==> config.mk <==
export PLATFORM = sky130hd
export DESIGN_NAME = time_set_ctrl
export DESIGN_NICKNAME = d
export VERILOG_FILES = /design/src/rtl/time_set_ctrl.sv
export SDC_FILE = /design/constraint.sdc
export NUM_CORES = 1
export LEC_CHECK = 0
export ABC_AREA = 1
export BUFFER_PORTS_ARGS = -buffer_cell sky130_fd_sc_hd__buf_2
export CAP_MARGIN = 15
export CORE_ASPECT_RATIO = 1.5
export CORE_UTILIZATION = 55
export DETAILED_ROUTE_END_ITERATION = 8
export HOLD_SLACK_MARGIN = 0.06
export PLACE_DENSITY = 0.78
export SLEW_MARGIN = 20
export SYNTH_ARGS = -nofsm -noshare
export SYNTH_HDL_FRONTEND = slang
export SYNTH_SLANG_ARGS = --single-unit
==> constraint.sdc <==
create_clock -name clk_i -period 2.7 [get_ports clk_i]
set_input_delay 0.81 -clock clk_i [delete_from_list [all_inputs] [get_ports clk_i]]
set_output_delay 0.81 -clock clk_i [all_outputs]
set_load 0.1 [all_outputs]
==> src/rtl/time_set_ctrl.sv <==
// time_set_ctrl: button-driven time-set sequencer (snapshot, edit h/m/s, commit).
// Ports: clk_i/reset_i, tick_i, mode12_i, btn_*_i, cur_*_i -> set_*_o, set_time_o, editing_o, field_o, blink_o.
module time_set_ctrl #(
  parameter int TIMEOUT_MS  = 10000,
  parameter int REPEAT_DLY  = 500,
  parameter int REPEAT_RATE = 100,
  parameter int BLINK_MS    = 250
) (
  input  logic       clk_i,
  input  logic       reset_i,
  input  logic       tick_i,
  input  logic       mode12_i,
  input  logic       btn_edit_i,
  input  logic       btn_next_i,
  input  logic       btn_up_i,
  input  logic       btn_down_i,
  input  logic [5:0] cur_hrs_i,
  input  logic [5:0] cur_min_i,
  input  logic [5:0] cur_sec_i,
  output logic [5:0] set_hrs_o,
  output logic [5:0] set_min_o,
  output logic [5:0] set_sec_o,
  output logic       set_time_o,
  output logic       editing_o,
  output logic [1:0] field_o,
  output logic       blink_o
);
  localparam int TW = $clog2(TIMEOUT_MS + 2);
  localparam int RW = $clog2(REPEAT_DLY + REPEAT_RATE + 1);
  localparam int BW = $clog2(BLINK_MS + 1);
  localparam logic [TW-1:0] TO_MAX = TW'(TIMEOUT_MS);
  localparam logic [RW-1:0] R_DLY  = RW'(REPEAT_DLY);
  localparam logic [RW-1:0] R_END  = RW'(REPEAT_DLY + REPEAT_RATE);
  localparam logic [BW-1:0] B_MAX  = BW'(BLINK_MS);

  typedef enum logic [2:0] {
    S_IDLE, S_LOAD, S_HRS, S_MIN, S_SEC, S_COMMIT
  } state_e;

  state_e        state_q, state_d;
  logic [3:0]    btn, btn_q, rise;
  logic [5:0]    hrs_q, hrs_d, min_q, min_d;
  logic [5:0]    sec_q, sec_d, ld_hrs;
  logic [5:0]    h_lo, h_hi;
  logic          mode_q, mode_d;
  logic [TW-1:0] to_q, to_d;
  logic [RW-1:0] rpt_q, rpt_d, rpt_inc;
  logic          arm_q, arm_d;
  logic [BW-1:0] bcnt_q, bcnt_d, bcnt_inc;
  logic          blink_q, blink_d;
  logic          in_fld, editing, tmo;
  logic          e_edit, e_next, both, held;
  logic          ud_rise, live, step;

  function automatic logic [5:0] bump(
    input logic [5:0] v,
    input logic [5:0] lo,
    input logic [5:0] hi,
    input logic       up
  );
    if (up) return (v >= hi) ? lo : v + 6'd1;
    return (v <= lo) ? hi : v - 6'd1;
  endfunction

  assign btn     = {btn_edit_i, btn_next_i,
                    btn_up_i, btn_down_i};
  assign rise    = btn & ~btn_q;
  assign in_fld  = (state_q == S_HRS) ||
                   (state_q == S_MIN) ||
                   (state_q == S_SEC);
  assign editing = in_fld || (state_q == S_LOAD);
  assign tmo     = in_fld && (to_q == TO_MAX);
  assign e_edit  = rise[3];
  assign e_next  = rise[2] & ~rise[3];
  assign both    = btn_up_i & btn_down_i;
  assign held    = btn_up_i | btn_down_i;
  assign ud_rise = rise[1] | rise[0];
  // A step may only come from the field states, with no
  // higher-priority action and exactly one of up/down high.
  assign live    = in_fld & ~tmo & ~e_edit & ~e_next
                 & ~both & held;
  assign rpt_inc = rpt_q + 1'b1;
  assign step    = live & (ud_rise | (arm_q & tick_i &
                   ((rpt_inc == R_DLY) || (rpt_inc == R_END))));
  assign bcnt_inc = bcnt_q + 1'b1;
  assign h_lo    = mode_q ? 6'd1 : 6'd0;
  assign h_hi    = mode_q ? 6'd12 : 6'd23;

  always_comb begin
    ld_hrs = cur_hrs_i;
    if (mode12_i) begin
      if (cur_hrs_i == 6'd0) ld_hrs = 6'd12;
      else if (cur_hrs_i > 6'd12) ld_hrs = cur_hrs_i - 6'd12;
    end else if (cur_hrs_i > 6'd23) begin
      ld_hrs = 6'd0;
    end
  end

  always_ff @(posedge clk_i or negedge reset_i) begin
    if (!reset_i) state_q <= S_IDLE;
    else          state_q <= state_d;
  end

  always_comb begin
    state_d = state_q;
    unique case (state_q)
      S_IDLE: if (e_edit) state_d = S_LOAD;
      S_LOAD: state_d = S_HRS;
      S_HRS, S_MIN, S_SEC: begin
        if (tmo) state_d = S_IDLE;
        else if (e_edit) state_d = S_COMMIT;
        else if (e_next) begin
          if (state_q == S_HRS) state_d = S_MIN;
          else if (state_q == S_MIN) state_d = S_SEC;
          else state_d = S_HRS;
        end
      end
      S_COMMIT: state_d = S_IDLE;
      default:  state_d = S_IDLE;
    endcase
  end

  always_comb begin
    editing_o  = 1'b0;
    field_o    = 2'd0;
    set_time_o = 1'b0;
    unique case (state_q)
      S_LOAD: begin
        editing_o = 1'b1;
        field_o   = 2'd1;
      end
      S_HRS: begin
        editing_o = 1'b1;
        field_o   = 2'd1;
      end
      S_MIN: begin
        editing_o = 1'b1;
        field_o   = 2'd2;
      end
      S_SEC: begin
        editing_o = 1'b1;
        field_o   = 2'd3;
      end
      S_COMMIT: set_time_o = 1'b1;
      default: ;
    endcase
    blink_o = blink_q & editing;
  end

  always_comb begin
    hrs_d  = hrs_q;
    min_d  = min_q;
    sec_d  = sec_q;
    mode_d = mode_q;
    if (state_q == S_LOAD) begin
      hrs_d  = ld_hrs;
      min_d  = (cur_min_i > 6'd59) ? 6'd0 : cur_min_i;
      sec_d  = (cur_sec_i > 6'd59) ? 6'd0 : cur_sec_i;
      mode_d = mode12_i;
    end else if (step) begin
      unique case (1'b1)
        state_q == S_HRS:
          hrs_d = bump(hrs_q, h_lo, h_hi, btn_up_i);
        state_q == S_MIN:
          min_d = bump(min_q, 6'd0, 6'd59, btn_up_i);
        state_q == S_SEC:
          sec_d = bump(sec_q, 6'd0, 6'd59, btn_up_i);
        default: ;
      endcase
    end

    to_d = to_q;
    if (!in_fld || tmo || (|rise)) to_d = '0;
    else if (tick_i) to_d = to_q + 1'b1;

    // After the first repeat the counter folds back to
    // REPEAT_DLY so each later step lands on R_END.
    rpt_d = rpt_q;
    arm_d = arm_q;
    if (!live) begin
      rpt_d = '0;
      arm_d = 1'b0;
    end else if (ud_rise) begin
      rpt_d = '0;
      arm_d = 1'b1;
    end else if (arm_q && tick_i) begin
      rpt_d = (rpt_inc == R_END) ? R_DLY : rpt_inc;
    end

    blink_d = blink_q;
    bcnt_d  = bcnt_q;
    if (state_q == S_IDLE && e_edit) begin
      blink_d = 1'b1;
      bcnt_d  = '0;
    end else if (!editing) begin
      blink_d = 1'b0;
      bcnt_d  = '0;
    end else if (tick_i) begin
      if (bcnt_inc == B_MAX) begin
        bcnt_d  = '0;
        blink_d = ~blink_q;
      end else begin
        bcnt_d = bcnt_inc;
      end
    end
  end

  always_ff @(posedge clk_i or negedge reset_i) begin
    if (!reset_i) begin
      btn_q   <= 4'hF;
      hrs_q   <= '0;
      min_q   <= '0;
      sec_q   <= '0;
      mode_q  <= 1'b0;
      to_q    <= '0;
      rpt_q   <= '0;
      arm_q   <= 1'b0;
      bcnt_q  <= '0;
      blink_q <= 1'b0;
    end else begin
      btn_q   <= btn;
      hrs_q   <= hrs_d;
      min_q   <= min_d;
      sec_q   <= sec_d;
      mode_q  <= mode_d;
      to_q    <= to_d;
      rpt_q   <= rpt_d;
      arm_q   <= arm_d;
      bcnt_q  <= bcnt_d;
      blink_q <= blink_d;
    end
  end

  assign set_hrs_o = hrs_q;
  assign set_min_o = min_q;
  assign set_sec_o = sec_q;

endmodule

### Word level (Yosys, flattened, before mapping)

Index checks and enable logic that the tools add are counted.

| storage, ports and cells | value |
|---|---|
| memory bits (read-only) | 0 |
| memories | 0 |
| output and inout bits | 23 |
| latch bits | 0 |
| register bits | 60 |
| RAM bits | 0 |
| bits of input ports | 26 |

| operators by class | value |
|---|---|
| divide/modulo/power cells | 0 |
| bitwise gates (word level) | 21 |
| reductions and logical operators | 26 |
| order comparisons | 10 |
| shift operators | 0 |
| multiply operators | 0 |
| equal/unequal tests | 15 |
| add/sub/neg operators | 10 |
| mux-type cells | 65 |

Operators by type and width:

| kind | count |
|---|---|
| $mux 6 | 27 |
| $mux 10 | 4 |
| $mux 8 | 4 |
| $mux 14 | 2 |
| $mux 1 | 19 |
| $add 6x1->6 const B | 3 |
| $mux 3 | 6 |
| $sub 6x1->6 const B | 3 |
| $add 14x1->14 const B | 1 |
| $eq 14x14->1 const B | 1 |
| $ge 6x6->1 const B | 2 |
| $gt 6x6->1 const B | 2 |
| $le 6x1->1 const B | 2 |
| $and 1x1->1 | 11 |
| $add 10x1->10 const B | 1 |
| $eq 10x10->1 const B | 1 |
| $eq 10x9->1 const B | 1 |
| $reduce_and 2->1 | 5 |
| $reduce_bool 2->1 | 5 |
| $pmux 3 s3 | 1 |
| $add 8x1->8 const B | 1 |
| $eq 8x8->1 const B | 1 |
| $reduce_or 4->1 | 2 |
| $eq 3x2->1 const B | 2 |
| other kinds (24) | 40 |

### Depth between registers and ports, before layout

Gate-level depths: netlist of run 1.

| depth | value |
|---|---|
| word-level depth | 17 |
| gate-level depth with buffers | 18 |
| mapped depth without buffers | 16 |

### Worst setup path after synthesis of run 1

Ideal clock, no wire load.

| timing | value |
|---|---|
| kind | reg-to-output |
| from | register state_q[2] |
| to | output set_time_o |
| data arrival time | 2.524 ns |
| data required time | 1.890 ns |
| cell stages (with the launch flop) | 3 |
| setup slack | -0.634 ns |
| buffers on the path | 0 |
| path through | dfrtp_1 inv_1 nor3_1 |

| on the way | value |
|---|---|
| longest elaborated chain between the ends | 2 |

Ends and longest elaborated chain:

| element | RTL line | RTL |
|---|---|---|
| start, declared | 40 | `state_e state_q, state_d;` |
| start signal, assigned | 101 | `else state_q <= state_d;` |
| $eq 3x3->1 | 127 | `unique case (state_q)` |
| $mux 1 | 127 |  |
| end, declared | 23 | `output logic set_time_o,` |

No other way between the ends.

### Worst setup path after layout of run 1

| timing | value |
|---|---|
| from | register state_q[0] |
| to | output blink_o |

| on the way | value |
|---|---|
| longest elaborated chain between the ends | 5 |
| elaborated cells on any way between the ends | 8 |

Ends and longest elaborated chain:

| element | RTL line | RTL |
|---|---|---|
| $eq 3x2->1 (on tied branches) | 68, 69 |  |
| $logic_or 1x1->1 | 68 | `assign in_fld = (state_q == S_HRS) \|\|` |
| $logic_or 1x1->1 | 69 | `(state_q == S_MIN) \|\|` |
| $logic_or 1x1->1 (*) | 71 | `assign editing = in_fld \|\| (state_q == S_LOAD);` |
| $and 1x1->1 (*) | 147 | `blink_o = blink_q & editing;` |
| end, declared | 26 | `output logic blink_o` |

Mark *: on every way between the ends. The rest lies on a longest branch, timed or not.

==> tab_implementation.tex, run 1 <==
\begin{tabular}{lr}
\hline
Metric & Value \\
\hline
\multicolumn{2}{l}{\textbf{Outcome}} \\
Outcome & finished, final reports clean \\
\multicolumn{2}{l}{\textbf{Detailed routing}} \\
DRC errors left & 0 \\
DRT Pass-1 Iters & 6 \\
Wire per inst & 13.6 µm \\
Total via count in the routed design & roughly 4500 \\
Average vias per placed instance & between 5 and 6 \\
Number of design-rule violations left by the first detailed-router iteration & 352 \\
Remaining antenna violation count & 0 \\
Routed wire length & roughly 11 mm \\
\multicolumn{2}{l}{\textbf{Place}} \\
Pre-CTS setup slack & 0.347 ns \\
Routability-driven placement congestion ratio & between 0.9 and 1 \\
Port bufs & 48 \\
Final HPWL DP & between 8 and 9 mm \\
\multicolumn{2}{l}{\textbf{Critical path}} \\
Number of buffer and inverter instances along the worst setup path & 5 \\
Kind of end point of the critical path & primary output \\
Worst setup path category & reg -> out \\
Required time of the worst setup path & 1.89 ns \\
Critical-path cell with the highest stage delay & sky130\_fd\_sc\_hd\_\_dfrtp\_1 \\
Worst reg2reg setup slack & about 0.32 ns \\
Startpoint types & register \\
Delay of the slowest cell on the worst path & between 0.3 and 0.4 ns \\
Most repeated library cell on the critical path & sky130\_fd\_sc\_hd\_\_nand2\_1 \\
Start point of the critical path & state\_q[0]\$\_DFFE\_PN0P\_ \\
Data arrival time at the worst-slack endpoint & approximately 1.8 ns \\
Cell family with the largest share of critical-path delay & buffers and inverters \\
Cell breakdown of the critical path & inv\_1, nor2\_4, nand2\_1, inv\_2, nor2\_1, inv\_4, nand2\_1, clkinvlp\_4, buf\_12 \\
Worst-path maximum fanout & 9 \\
Reg2Reg Launch Point & rpt\_q[0]\$\_DFFE\_PN0P\_ \\
\multicolumn{2}{l}{\textbf{Floorplan}} \\
Initial Util & 57.5\% \\
Die Ht & between 100 and 150 µm \\
Core region area & 0.00776 mm² \\
Cell row count & 39 \\
Die span in x & 75.5 µm \\
Boundary Pins & 49 \\
Total Die Area & between 0.008 and 0.009 mm² \\
\multicolumn{2}{l}{\textbf{Min path}} \\
Path category of the worst min-delay check & in -> async \\
\multicolumn{2}{l}{\textbf{Logic synthesis}} \\
Synthesized area per cell & around 7 µm² \\
Number of distinct standard cells referenced by the synthesized netlist & 36 \\
Leading register cell type out of synthesis & sky130\_fd\_sc\_hd\_\_dfrtp\_1 \\
Net count of the mapped netlist & between 600 and 700 \\
Post-synthesis sequential element count & 60 \\
Cell Area, Synth & approximately 0.0045 mm² \\
Async set-or-reset flop fraction in the synthesized netlist & 100\% \\
Synth Warn \# & 0 \\
Count of flip-flops with a built-in enable after synthesis & 0 \\
Synthesized netlist cell count & 648 \\
Sequential fraction of the synthesis area & around 34\% \\
\multicolumn{2}{l}{\textbf{Finish}} \\
Final net count & about 750 \\
Area delta synth->final & 16.2\% \\
Share of post-route cells with drive strength above 1 & between 10\% and 20\% \\
Utilization after layout & around 67\% \\
Ant. Diodes & 0 \\
Most common cell after layout, fill and taps aside & sky130\_fd\_sc\_hd\_\_nand2\_1 \\
Most frequent cells in the layout & sky130\_fd\_sc\_hd\_\_nand2\_1 (173), sky130\_fd\_sc\_hd\_\_inv\_1 (75), sky130\_fd\_sc\_hd\_\_nand3\_1 (67) \\
\multicolumn{2}{l}{\textbf{Timing}} \\
Total of endpoints with negative setup slack in the final report & 0 \\
Final worst setup slack & 0.136 ns \\
Final-report max-slew violation count & 0 \\
Least-Margin Pin Slew & $\sim$0.52 ns \\
Fmax & between 0.3 and 0.4 GHz \\
Post-Route Setup TNS & 0 ns \\
Relative max-transition margin & roughly two thirds \\
Ratio of final minimum period to clock period & approximately 95\% \\
Post-route minimum period & between 2 and 3 ns \\
Final hold vios & 0 \\
Layout Skew & approximately 0.0065 ns \\
Unrepaired setup endpoints after global routing & false \\
\multicolumn{2}{l}{\textbf{Clocking}} \\
Number of gates given a new drive strength after cts & 0 \\
Number of CTS-inserted buffers & 9 \\
Clock tree from TritonCTS & built \\
Htree depth & 3 \\
Number of hold buffers added after cts & 0 \\
Clock Pin Slew Worst Setup and Hold Paths & approximately 0.050 ns \\
Max Buffers Root-to-Sink & 2 \\
Number of sinks on the clock net & 60 \\
Post-CTS setup buffers & 0 \\
Root cell of the clock tree & sky130\_fd\_sc\_hd\_\_clkbuf\_16 \\
Clk\_lat worst skew & 0.33 ns \\
\multicolumn{2}{l}{\textbf{GRT}} \\
Total track usage & about 28\% \\
Global routing met1 resource utilization & a little over a third \\
Met3 usage in global routing & 5.75\% \\
GR Util met2 & around 45\% \\
Most Used Layer, Global Route & met2 \\
Initial antenna violation count & 0 \\
Maximum number of pins on one net before global-route repair & 55 \\
Wire length of the first global-routing pass & 18.4 mm \\
Overflow after GRT & 0 \\
Number of global-route vias before repair & 4115 \\
\multicolumn{2}{l}{\textbf{Power and ir drop}} \\
Cell leakage power & roughly 2.6 nW \\
Combinational power share & between 50\% and 60\% \\
Largest voltage drop on the vdd net & between 1000 and 1500 µV \\
Switching Fraction & 55.1\% \\
Share of power burned in the clock network & between 10\% and 20\% \\
Switch Pwr & about 3.4 mW \\
Design internal power & approximately 2.8 mW \\
Proportion of power drawn by flip-flops and latches & approximately 22\% \\
PnR Total Power & about 6 mW \\
Power per cell area & 1190 mW/mm² \\
\multicolumn{2}{l}{\textbf{Flow run}} \\
Max-cap violations & 0 \\
\hline
\end{tabular}
## synth_stat cells, types with 6 or more instances
master,count,area [µm²]
sky130_fd_sc_hd__o31ai_1,7,52.6
sky130_fd_sc_hd__ha_1,21,263
sky130_fd_sc_hd__inv_1,76,285
sky130_fd_sc_hd__o21ai_0,34,170
sky130_fd_sc_hd__inv_2,6,22.5
sky130_fd_sc_hd__xor2_1,21,184
sky130_fd_sc_hd__nand3_1,67,335
sky130_fd_sc_hd__nand3b_1,6,45.0
sky130_fd_sc_hd__a21oi_1,30,150
sky130_fd_sc_hd__nor3_1,15,75.1
sky130_fd_sc_hd__o21ai_1,7,35.0
sky130_fd_sc_hd__nand4_1,13,81.3
sky130_fd_sc_hd__clkbuf_1,8,30.0
sky130_fd_sc_hd__dfrtp_1,56,1400
sky130_fd_sc_hd__nand2_1,173,649
sky130_fd_sc_hd__nor2_1,59,221
## metrics by stage
stage / hold slack [ns] / instances / area, µm²
finish: 0.309 / 808 / 5180
detailed placement: 0.505 / 792 / 4900
floorplan: 0.464 / 648 / 4470
global placement: 0.487 / 792 / 4900
global route: 0.319 / 808 / 5180
CTS: 0.311 / 808 / 5180
## worst register-to-register path, stage by stage (launching register included)
cell and delay, ns:
sky130_fd_sc_hd__dfrtp_1 0.42, sky130_fd_sc_hd__ha_1 0.29, sky130_fd_sc_hd__nand3_1 0.11, sky130_fd_sc_hd__nand2_1 0.06, sky130_fd_sc_hd__nand2_1 0.10, sky130_fd_sc_hd__nand3_1 0.10
sky130_fd_sc_hd__nor2_1 0.18, sky130_fd_sc_hd__nand3_1 0.14, sky130_fd_sc_hd__nand2_1 0.09, sky130_fd_sc_hd__nand2_1 0.08, sky130_fd_sc_hd__nand2_1 0.07, sky130_fd_sc_hd__nand2_1 0.06
sky130_fd_sc_hd__nand2_2 0.21, sky130_fd_sc_hd__buf_12 0.17, sky130_fd_sc_hd__nand2_4 0.07, sky130_fd_sc_hd__nand2_1 0.07, sky130_fd_sc_hd__nand2_1 0.05
## logic make-up after synthesis
logic type                 after synthesis  share of synthesized area, %
DFF                                     60                          33.8
adders and majority gates               21                          5.89
xor gates and xnor gates                25                          4.91
buffers and inverters                   96                          8.50
AOI/OAI and AO/OA                       96                          12.1
and+or+nand+nor                        350                          34.8
## power groups by stage
stage	clock network, mW	registers (mW)	logic [mW]
2_1_floorplan	0	2.13	2.04
3_3_place_gp	0	1.38	3.54
3_5_place_dp	0	1.39	3.61
4_1_cts	1.12	1.37	3.65
5_1_grt	1.17	1.41	4.01
6_report	1.10	1.38	3.68
## sequential cells by signal (all words and copies together), names as in the netlist
signal,cells
bcnt_q,8
state_q,3
mode_q,1
to_q,14
arm_q,1
btn_q,4
rpt_q,10
set_hrs_o,6
set_min_o,6
set_sec_o,6
blink_q,1
## routing by layer
layer	wire length, µm	up-vias
met5	0	-
met4	348	0
met3	566	34
li1	-	2241
met2	5360	163
met1	4740	2076
## layout make-up
cell class | count | area (µm²)
clock buffer | 11 | 233
clock inverter | 5 | 52.6
fill | 670 | 2570
inverter | 82 | 314
multi-input combinational | 492 | 2580
sequential | 60 | 1510
tap | 102 | 128
timing repair buffer | 56 | 370
## path summary, 6_finish.rpt
check | to | cells past startpoint
worst max-delay path | blink_o | 9
worst min-delay path | rpt_q[5]$_DFFE_PN0P_ | 1
worst max register to register | set_sec_o[2]$_DFFE_PN0P_ | 16
worst min register to register | set_sec_o[5]$_DFFE_PN0P_ | 2
max in group asynchronous | btn_q[2]$_DFF_PN1_ | 2
min in group clk_i | set_sec_o[5]$_DFFE_PN0P_ | 2
No activity file was read; power rests on OpenSTA's default activity.
==> run 2, diff against run 1 <==
- clock period: 2.7 -> 3.3 ns (I/O delays scaled with it)
==> tab_implementation.tex, run 2 (synthesis gave the netlist of run 1 again) <==
\begin{tabular}{lr}
\hline
Metric & Value \\
\hline
\multicolumn{2}{l}{\textbf{Place}} \\
Final HPWL DP & 8.12 mm (+1.3\%) \\
Port bufs & 48 (unchanged) \\
Routability-driven placement congestion ratio & 0.921 (+1.0\%) \\
\multicolumn{2}{l}{\textbf{GRT}} \\
Wire length of the first global-routing pass & 17.9 mm (-2.6\%) \\
Initial antenna violation count & 0 (unchanged) \\
Overflow after GRT & 0 (unchanged) \\
Total track usage & 27.0\% (-1.1 points) \\
Maximum number of pins on one net before global-route repair & 30 (-45\%) \\
Number of global-route vias before repair & 4171 (+1.4\%) \\
\multicolumn{2}{l}{\textbf{Critical path}} \\
Worst-path maximum fanout & 9 (unchanged) \\
Number of buffer and inverter instances along the worst setup path & 5 (unchanged) \\
Delay of the slowest cell on the worst path & 0.36 ns (-0.03 ns) \\
Data arrival time at the worst-slack endpoint & 1.91 ns (+0.16 ns) \\
Critical-path cell with the highest stage delay & sky130\_fd\_sc\_hd\_\_dfrtp\_1 \\
Worst setup path category & reg -> out \\
Cell breakdown of the critical path & inv\_1, nor2\_4, nand2\_1, inv\_2, nor2\_1, inv\_2, nand2\_1, inv\_1, buf\_12 \\
Startpoint types & register \\
Required time of the worst setup path & 2.31 ns (+0.42 ns) \\
Cell family with the largest share of critical-path delay & buffers and inverters \\
Kind of end point of the critical path & primary output \\
\multicolumn{2}{l}{\textbf{Clocking}} \\
Clk\_lat worst skew & 0.32 ns (about the same) \\
Number of gates given a new drive strength after cts & 0 (unchanged) \\
Root cell of the clock tree & sky130\_fd\_sc\_hd\_\_clkbuf\_16 \\
Clock tree from TritonCTS & built \\
Htree depth & 3 (unchanged) \\
Number of sinks on the clock net & 60 (unchanged) \\
Max Buffers Root-to-Sink & 2 (unchanged) \\
Post-CTS setup buffers & 0 (unchanged) \\
Number of CTS-inserted buffers & 9 (unchanged) \\
Clock Pin Slew Worst Setup and Hold Paths & 0.05 ns (about the same) \\
Number of hold buffers added after cts & 0 (unchanged) \\
\multicolumn{2}{l}{\textbf{Floorplan}} \\
Core region area & 0.00776 mm² (unchanged) \\
Cell row count & 39 (unchanged) \\
Total Die Area & 0.00848 mm² (unchanged) \\
Die Ht & 112 µm (unchanged) \\
Initial Util & 57.5\% (unchanged) \\
Die span in x & 75.5 µm (unchanged) \\
Boundary Pins & 49 (unchanged) \\
\multicolumn{2}{l}{\textbf{Timing}} \\
Fmax & about 0.35 GHz \\
Post-route minimum period & between 2 and 3 ns \\
Total of endpoints with negative setup slack in the final report & 0 (unchanged) \\
Unrepaired setup endpoints after global routing & false \\
Post-Route Setup TNS & 0 ns (unchanged) \\
Relative max-transition margin & 55.6\% (-9.9 points) \\
Final hold vios & 0 (unchanged) \\
Final-report max-slew violation count & 0 (unchanged) \\
Least-Margin Pin Slew & 0.667 ns (+0.145 ns) \\
Layout Skew & 0.00577 ns (-0.000768 ns) \\
Ratio of final minimum period to clock period & between 80 and 90\% \\
\multicolumn{2}{l}{\textbf{Finish}} \\
Most frequent cells in the layout & sky130\_fd\_sc\_hd\_\_nand2\_1 (173), sky130\_fd\_sc\_hd\_\_inv\_1 (76), sky130\_fd\_sc\_hd\_\_nand3\_1 (67) \\
Most common cell after layout, fill and taps aside & sky130\_fd\_sc\_hd\_\_nand2\_1 \\
Share of post-route cells with drive strength above 1 & 12.8\% (-0.53 points) \\
Largest registers & to\_q x14, rpt\_q x10, bcnt\_q x8 \\
Top reg by flops & to\_q \\
Ant. Diodes & 0 (unchanged) \\
Utilization after layout & 65.9\% (-0.94 points) \\
Flip-flop count of the largest register after layout & 14 (unchanged) \\
Final net count & 746 (-0.27\%) \\
Area delta synth->final & 14.6\% \\
\multicolumn{2}{l}{\textbf{Detailed routing}} \\
Routed wire length & 10.8 mm (-2.1\%) \\
DRT Pass-1 Iters & 5 (-1) \\
DRC errors left & 0 (unchanged) \\
Remaining antenna violation count & 0 (unchanged) \\
Number of design-rule violations left by the first detailed-router iteration & 340 (-3.4\%) \\
Average vias per placed instance & 5.51 (-1.4\%) \\
Wire per inst & 13.4 µm (-1.8\%) \\
Total via count in the routed design & 4442 (-1.6\%) \\
\multicolumn{2}{l}{\textbf{Flow run}} \\
Max-cap violations & 0 (unchanged) \\
\multicolumn{2}{l}{\textbf{Power and ir drop}} \\
Power per cell area & 952 mW/mm² (-20\%) \\
PnR Total Power & 4.87 mW (-21\%) \\
Largest voltage drop on the vdd net & 824 µV (-23\%) \\
Cell leakage power & 2.63 nW (-0.66\%) \\
\multicolumn{2}{l}{\textbf{Min path}} \\
Path category of the worst min-delay check & reg -> reg \\
\multicolumn{2}{l}{\textbf{Outcome}} \\
Outcome & finished, final reports clean \\
\hline
\end{tabular}
[run 2: power breakdown]
group | internal, mW | switching [mW]
clock network | 0.546 | 0.308
registers | 0.884 | 0.243
logic | 0.734 | 2.15
total | 2.16 | 2.70
[run 2: final cells by class]
cell class                      instances  area, µm²
Sequential cell                        60       1510
Clock inverter                          2       10.0
Inverter                               82        308
Multi-Input combinational cell        492       2580
Tap cell                              102        128
Timing Repair Buffer                   54        315
Fill cell                             711       2650
Clock buffer                           14        264
[run 2: worst paths after layout]
kind / from / to / slack, ns / cells past startpoint
worst max register to register: rpt_q[0]$_DFFE_PN0P_ / set_hrs_o[3]$_DFFE_PN0P_ / 0.74 / 16
max in group asynchronous: reset_i / btn_q[0]$_DFF_PN1_ / 1.82 / 2
worst min register to register: set_sec_o[5]$_DFFE_PN0P_ / set_sec_o[5]$_DFFE_PN0P_ / 0.49 / 2
worst max-delay path: state_q[0]$_DFFE_PN0P_ / blink_o / 0.40 / 9
min in group asynchronous: reset_i / bcnt_q[2]$_DFFE_PN0P_ / 0.70 / 1
worst min-delay path: set_sec_o[5]$_DFFE_PN0P_ / set_sec_o[5]$_DFFE_PN0P_ / 0.49 / 2
[run 2: routing by layer]
| layer | vias up | global-route usage (%) | wire length [µm] |
|---|---|---|---|
| li1 | 2239 | - | - |
| met1 | 2043 | 34.4 | 4610 |
| met2 | 139 | 46.3 | 5470 |
| met3 | 21 | 2.42 | 491 |
| met4 | 0 | 10.6 | 217 |
| met5 | - | 0 | 0 |
[run 2: tightest hold or removal path: stages (launching register included)]
cell and delay, ns:
sky130_fd_sc_hd__dfrtp_1 0.36, sky130_fd_sc_hd__nand2_1 0.06, sky130_fd_sc_hd__nand2_1 0.05
[run 2: per-stage QoR]
step / hold WS (ns) / setup slack, ns / area (µm²) / instances
3_3_place_gp: 0.480 / 0.685 / 4840 / 790
6_report: 0.494 / 0.403 / 5110 / 806
5_1_grt: 0.512 / 0.212 / 5110 / 806
4_1_cts: 0.493 / 0.387 / 5110 / 806
3_5_place_dp: 0.482 / 0.590 / 4840 / 790
2_1_floorplan: 0.464 / 0.198 / 4470 / 648
==> run 3, diff against run 2 <==
- ABC_AREA: 1 -> not set
- PLACE_DENSITY: 0.78 -> 0.77
==> tab_implementation.tex, run 3 <==
\begin{tabular}{lr}
\hline
Metric & Value \\
\hline
\multicolumn{2}{l}{\textbf{Detailed routing}} \\
DRC errors left & 0 (unchanged) \\
Average vias per placed instance & 6.25 (+13\%) \\
Number of design-rule violations left by the first detailed-router iteration & 260 (-24\%) \\
Total via count in the routed design & 4231 (-4.8\%) \\
Wire per inst & 16.9 µm (+27\%) \\
Remaining antenna violation count & 0 (unchanged) \\
Routed wire length & 11.5 mm (+6.4\%) \\
DRT Pass-1 Iters & 4 (-1) \\
\multicolumn{2}{l}{\textbf{Logic synthesis}} \\
Count of flip-flops with a built-in enable after synthesis & 0 (unchanged) \\
Leading register cell type out of synthesis & sky130\_fd\_sc\_hd\_\_dfrtp\_1 \\
Cell Area, Synth & 0.00451 mm² (+1.0\%) \\
Synth cell count leaders & sky130\_fd\_sc\_hd\_\_nor2\_1 (58), sky130\_fd\_sc\_hd\_\_dfrtp\_1 (56), sky130\_fd\_sc\_hd\_\_nand2\_1 (46) \\
Biggest area contributors in the synthesized netlist & sky130\_fd\_sc\_hd\_\_dfrtp\_1 (31\%), sky130\_fd\_sc\_hd\_\_ha\_1 (5.8\%), sky130\_fd\_sc\_hd\_\_nor2\_1 (4.8\%) \\
Most instantiated library cell after synthesis & sky130\_fd\_sc\_hd\_\_nor2\_1 \\
Number of distinct standard cells referenced by the synthesized netlist & 73 (+100\%) \\
Sequential fraction of the synthesis area & 33.4\% (-0.35 points) \\
Synthesized netlist cell count & 521 (-20\%) \\
Share of Yosys cell area claimed by the top area cell type & 31.1\% (-0.32 points) \\
Async set-or-reset flop fraction in the synthesized netlist & 100\% (unchanged) \\
Cell taking the most area after synthesis & sky130\_fd\_sc\_hd\_\_dfrtp\_1 \\
Synthesized area per cell & 8.65 µm² (+26\%) \\
Net count of the mapped netlist & 568 (-18\%) \\
Post-synthesis sequential element count & 60 (unchanged) \\
Synth Warn \# & 0 (unchanged) \\
\multicolumn{2}{l}{\textbf{Critical path}} \\
Reg2Reg Launch Point & rpt\_q[2]\$\_DFFE\_PN0P\_ \\
Kind of end point of the critical path & primary output \\
Critical-path cell with the highest stage delay & sky130\_fd\_sc\_hd\_\_dfrtp\_1 \\
Startpoint types & register \\
Data arrival time at the worst-slack endpoint & 2.11 ns (+0.20 ns) \\
Required time of the worst setup path & 2.31 ns (about the same) \\
Worst setup path category & reg -> out \\
Cell breakdown of the critical path & or2\_2, xnor2\_1, inv\_1, and2\_2, buf\_2 \\
Worst-path maximum fanout & 11 (+2) \\
Cell family with the largest share of critical-path delay & simple AND/OR/NAND/NOR gates \\
Worst reg2reg setup slack & 0.59 ns (-0.15 ns) \\
Number of buffer and inverter instances along the worst setup path & 2 (-3) \\
Register-to-Register Path Depth & 6 (-10) \\
Delay of the slowest cell on the worst path & 0.49 ns (+0.13 ns) \\
Reg2Reg Capture Point & set\_min\_o[5]\$\_DFFE\_PN0P\_ \\
\multicolumn{2}{l}{\textbf{Timing}} \\
Least-Margin Pin Slew & 0.740 ns (+0.0737 ns) \\
Ratio of final minimum period to clock period & 94.0\% (+6.2 points) \\
Post-route minimum period & 3.10 ns (+0.204 ns) \\
Fmax & 0.322 GHz (-6.6\%) \\
Relative max-transition margin & 50.6\% (-4.9 points) \\
Unrepaired setup endpoints after global routing & false \\
Layout Skew & 0.00939 ns (+0.00362 ns) \\
Total of endpoints with negative setup slack in the final report & 0 (unchanged) \\
Post-Route Setup TNS & 0 ns (unchanged) \\
Final-report max-slew violation count & 0 (unchanged) \\
Final hold vios & 0 (unchanged) \\
\multicolumn{2}{l}{\textbf{GRT}} \\
Maximum number of pins on one net before global-route repair & 34 (+13\%) \\
Number of global-route vias before repair & 4257 (+2.1\%) \\
Total track usage & 28.4\% (+1.4 points) \\
Initial antenna violation count & 0 (unchanged) \\
Overflow after GRT & 0 (unchanged) \\
Wire length of the first global-routing pass & 19.4 mm (+8.0\%) \\
\multicolumn{2}{l}{\textbf{Finish}} \\
Most frequent cells in the layout & sky130\_fd\_sc\_hd\_\_nor2\_1 (58), sky130\_fd\_sc\_hd\_\_dfrtp\_1 (56), sky130\_fd\_sc\_hd\_\_buf\_2 (48) \\
Area of all placed cells without fillers & 0.00523 mm² (+2.3\%) \\
Share of post-route cells with drive strength above 1 & 19.1\% (+6.3 points) \\
Ant. Diodes & 0 (unchanged) \\
Final net count & 614 (-18\%) \\
Area delta synth->final & 16.0\% \\
Top reg by flops & to\_q \\
Most common cell after layout, fill and taps aside & sky130\_fd\_sc\_hd\_\_nor2\_1 \\
Largest registers & to\_q x14, rpt\_q x10, bcnt\_q x8 \\
Filler Cells Inserted & 639 (-10\%) \\
Utilization after layout & 65.7\% (-0.19 points) \\
Flip-flop count of the largest register after layout & 14 (unchanged) \\
\multicolumn{2}{l}{\textbf{Min path}} \\
Launch instance of the worst min-delay path & to\_q[10]\$\_DFFE\_PN0P\_ \\
Path category of the worst min-delay check & reg -> reg \\
Number of cells traversed by the worst hold path & 2 (unchanged) \\
Endpoint of the worst hold-timing path & to\_q[10]\$\_DFFE\_PN0P\_ \\
\multicolumn{2}{l}{\textbf{Clocking}} \\
Clk\_lat worst skew & 0.34 ns (+0.02 ns) \\
Max Buffers Root-to-Sink & 2 (unchanged) \\
Number of sinks on the clock net & 60 (unchanged) \\
Clock tree from TritonCTS & built \\
Clock Pin Slew Worst Setup and Hold Paths & 0.06 ns (about the same) \\
Post-CTS setup buffers & 0 (unchanged) \\
Root cell of the clock tree & sky130\_fd\_sc\_hd\_\_clkbuf\_16 \\
Htree depth & 3 (unchanged) \\
Number of hold buffers added after cts & 0 (unchanged) \\
Number of gates given a new drive strength after cts & 0 (unchanged) \\
Number of CTS-inserted buffers & 9 (unchanged) \\
\multicolumn{2}{l}{\textbf{Place}} \\
Cell Area, Placed & 0.00488 mm² (+0.80\%) \\
Routability-driven placement congestion ratio & 0.930 (+0.98\%) \\
Port bufs & 48 (unchanged) \\
Final HPWL DP & 8.25 mm (+1.6\%) \\
\multicolumn{2}{l}{\textbf{Power and ir drop}} \\
Cell leakage power & 2.26 nW (-14\%) \\
Power per cell area & 966 mW/mm² (+1.5\%) \\
Largest voltage drop on the vdd net & 913 µV (+11\%) \\
\multicolumn{2}{l}{\textbf{Outcome}} \\
Outcome & finished, final reports clean \\
\multicolumn{2}{l}{\textbf{Flow run}} \\
Max-cap violations & 0 (unchanged) \\
\multicolumn{2}{l}{\textbf{Floorplan}} \\
Cell row count & 40 (+2.6\%) \\
Boundary Pins & 49 (unchanged) \\
Total Die Area & 0.00857 mm² (+1.0\%) \\
Die Ht & 113 µm (+0.51\%) \\
Core region area & 0.00796 mm² (+2.6\%) \\
Die span in x & 75.9 µm (+0.50\%) \\
Initial Util & 56.7\% (-0.86 points) \\
\hline
\end{tabular}
[run 3: cell type report]
| class | count | area (µm²) | area share, % |
|---|---|---|---|
| Clock buffer | 12 | 256 | 4.91 |
| Clock inverter | 4 | 95.1 | 1.82 |
| Inverter | 25 | 93.8 | 1.79 |
| Multi-Input combinational cell | 414 | 2830 | 54.0 |
| Sequential cell | 60 | 1510 | 28.8 |
| Tap cell | 105 | 131 | 2.51 |
| Timing Repair Buffer | 57 | 320 | 6.13 |
[run 3: tightest hold or removal path: cells and delay by family (launching register included)]
kind,cells,cell delay [ns]
DFF,1,0.35
xor gates and xnor gates,1,0.07
and+or+nand+nor,1,0.09
[run 3: metrics by stage]
| stage | total power, mW | setup slack, ns | hold slack (ns) | std cells |
|---|---|---|---|---|
| final | 5.05 | 0.199 | 0.547 | 677 |
| after global routing | 5.33 | 0.0952 | 0.562 | 677 |
| after CTS | 5.05 | 0.189 | 0.548 | 677 |
| after detailed placement | 3.92 | 0.477 | 0.533 | 661 |
| after global placement | 3.86 | 0.556 | 0.515 | 661 |
| after floorplan | 3.38 | 0.0617 | 0.494 | 521 |
[run 3: cell families after synthesis]
logic type | share of synthesized area, %
simple gates | 22.9
compound gates | 22.0
flops | 33.4
buf+inv | 3.94
xor+xnor | 5.25
mux | 6.69
fa+ha+maj | 5.83
[run 3: worst max-delay path by stage]
stage / startpoint / to / slack, ns / depth (start not counted)
floorplan: state_q[0]$_DFFE_PN0P_ / blink_o / 0.06 / 5
global placement: tick_i / set_sec_o[0]$_DFFE_PN0P_ / 0.56 / 7
detailed placement: cur_hrs_i[2] / set_hrs_o[2]$_DFFE_PN0P_ / 0.48 / 9
CTS: state_q[0]$_DFFE_PN0P_ / blink_o / 0.19 / 5
global route: state_q[0]$_DFFE_PN0P_ / blink_o / 0.1 / 5
finish: state_q[0]$_DFFE_PN0P_ / blink_o / 0.20 / 5
[run 3: per-layer routing]
metal,routed length [µm],vias up,global-route usage [%]
met5,0,-,0
met4,449,0,17.3
met3,558,35,5.97
met2,6050,136,50.6
met1,4410,2049,30.8
li1,-,2011,-
[run 3: report_power, final]
group          switching (mW)  internal (mW)
clock                   0.338          0.777
combinational            1.95          0.796
sequential              0.309          0.884
total                    2.59           2.46
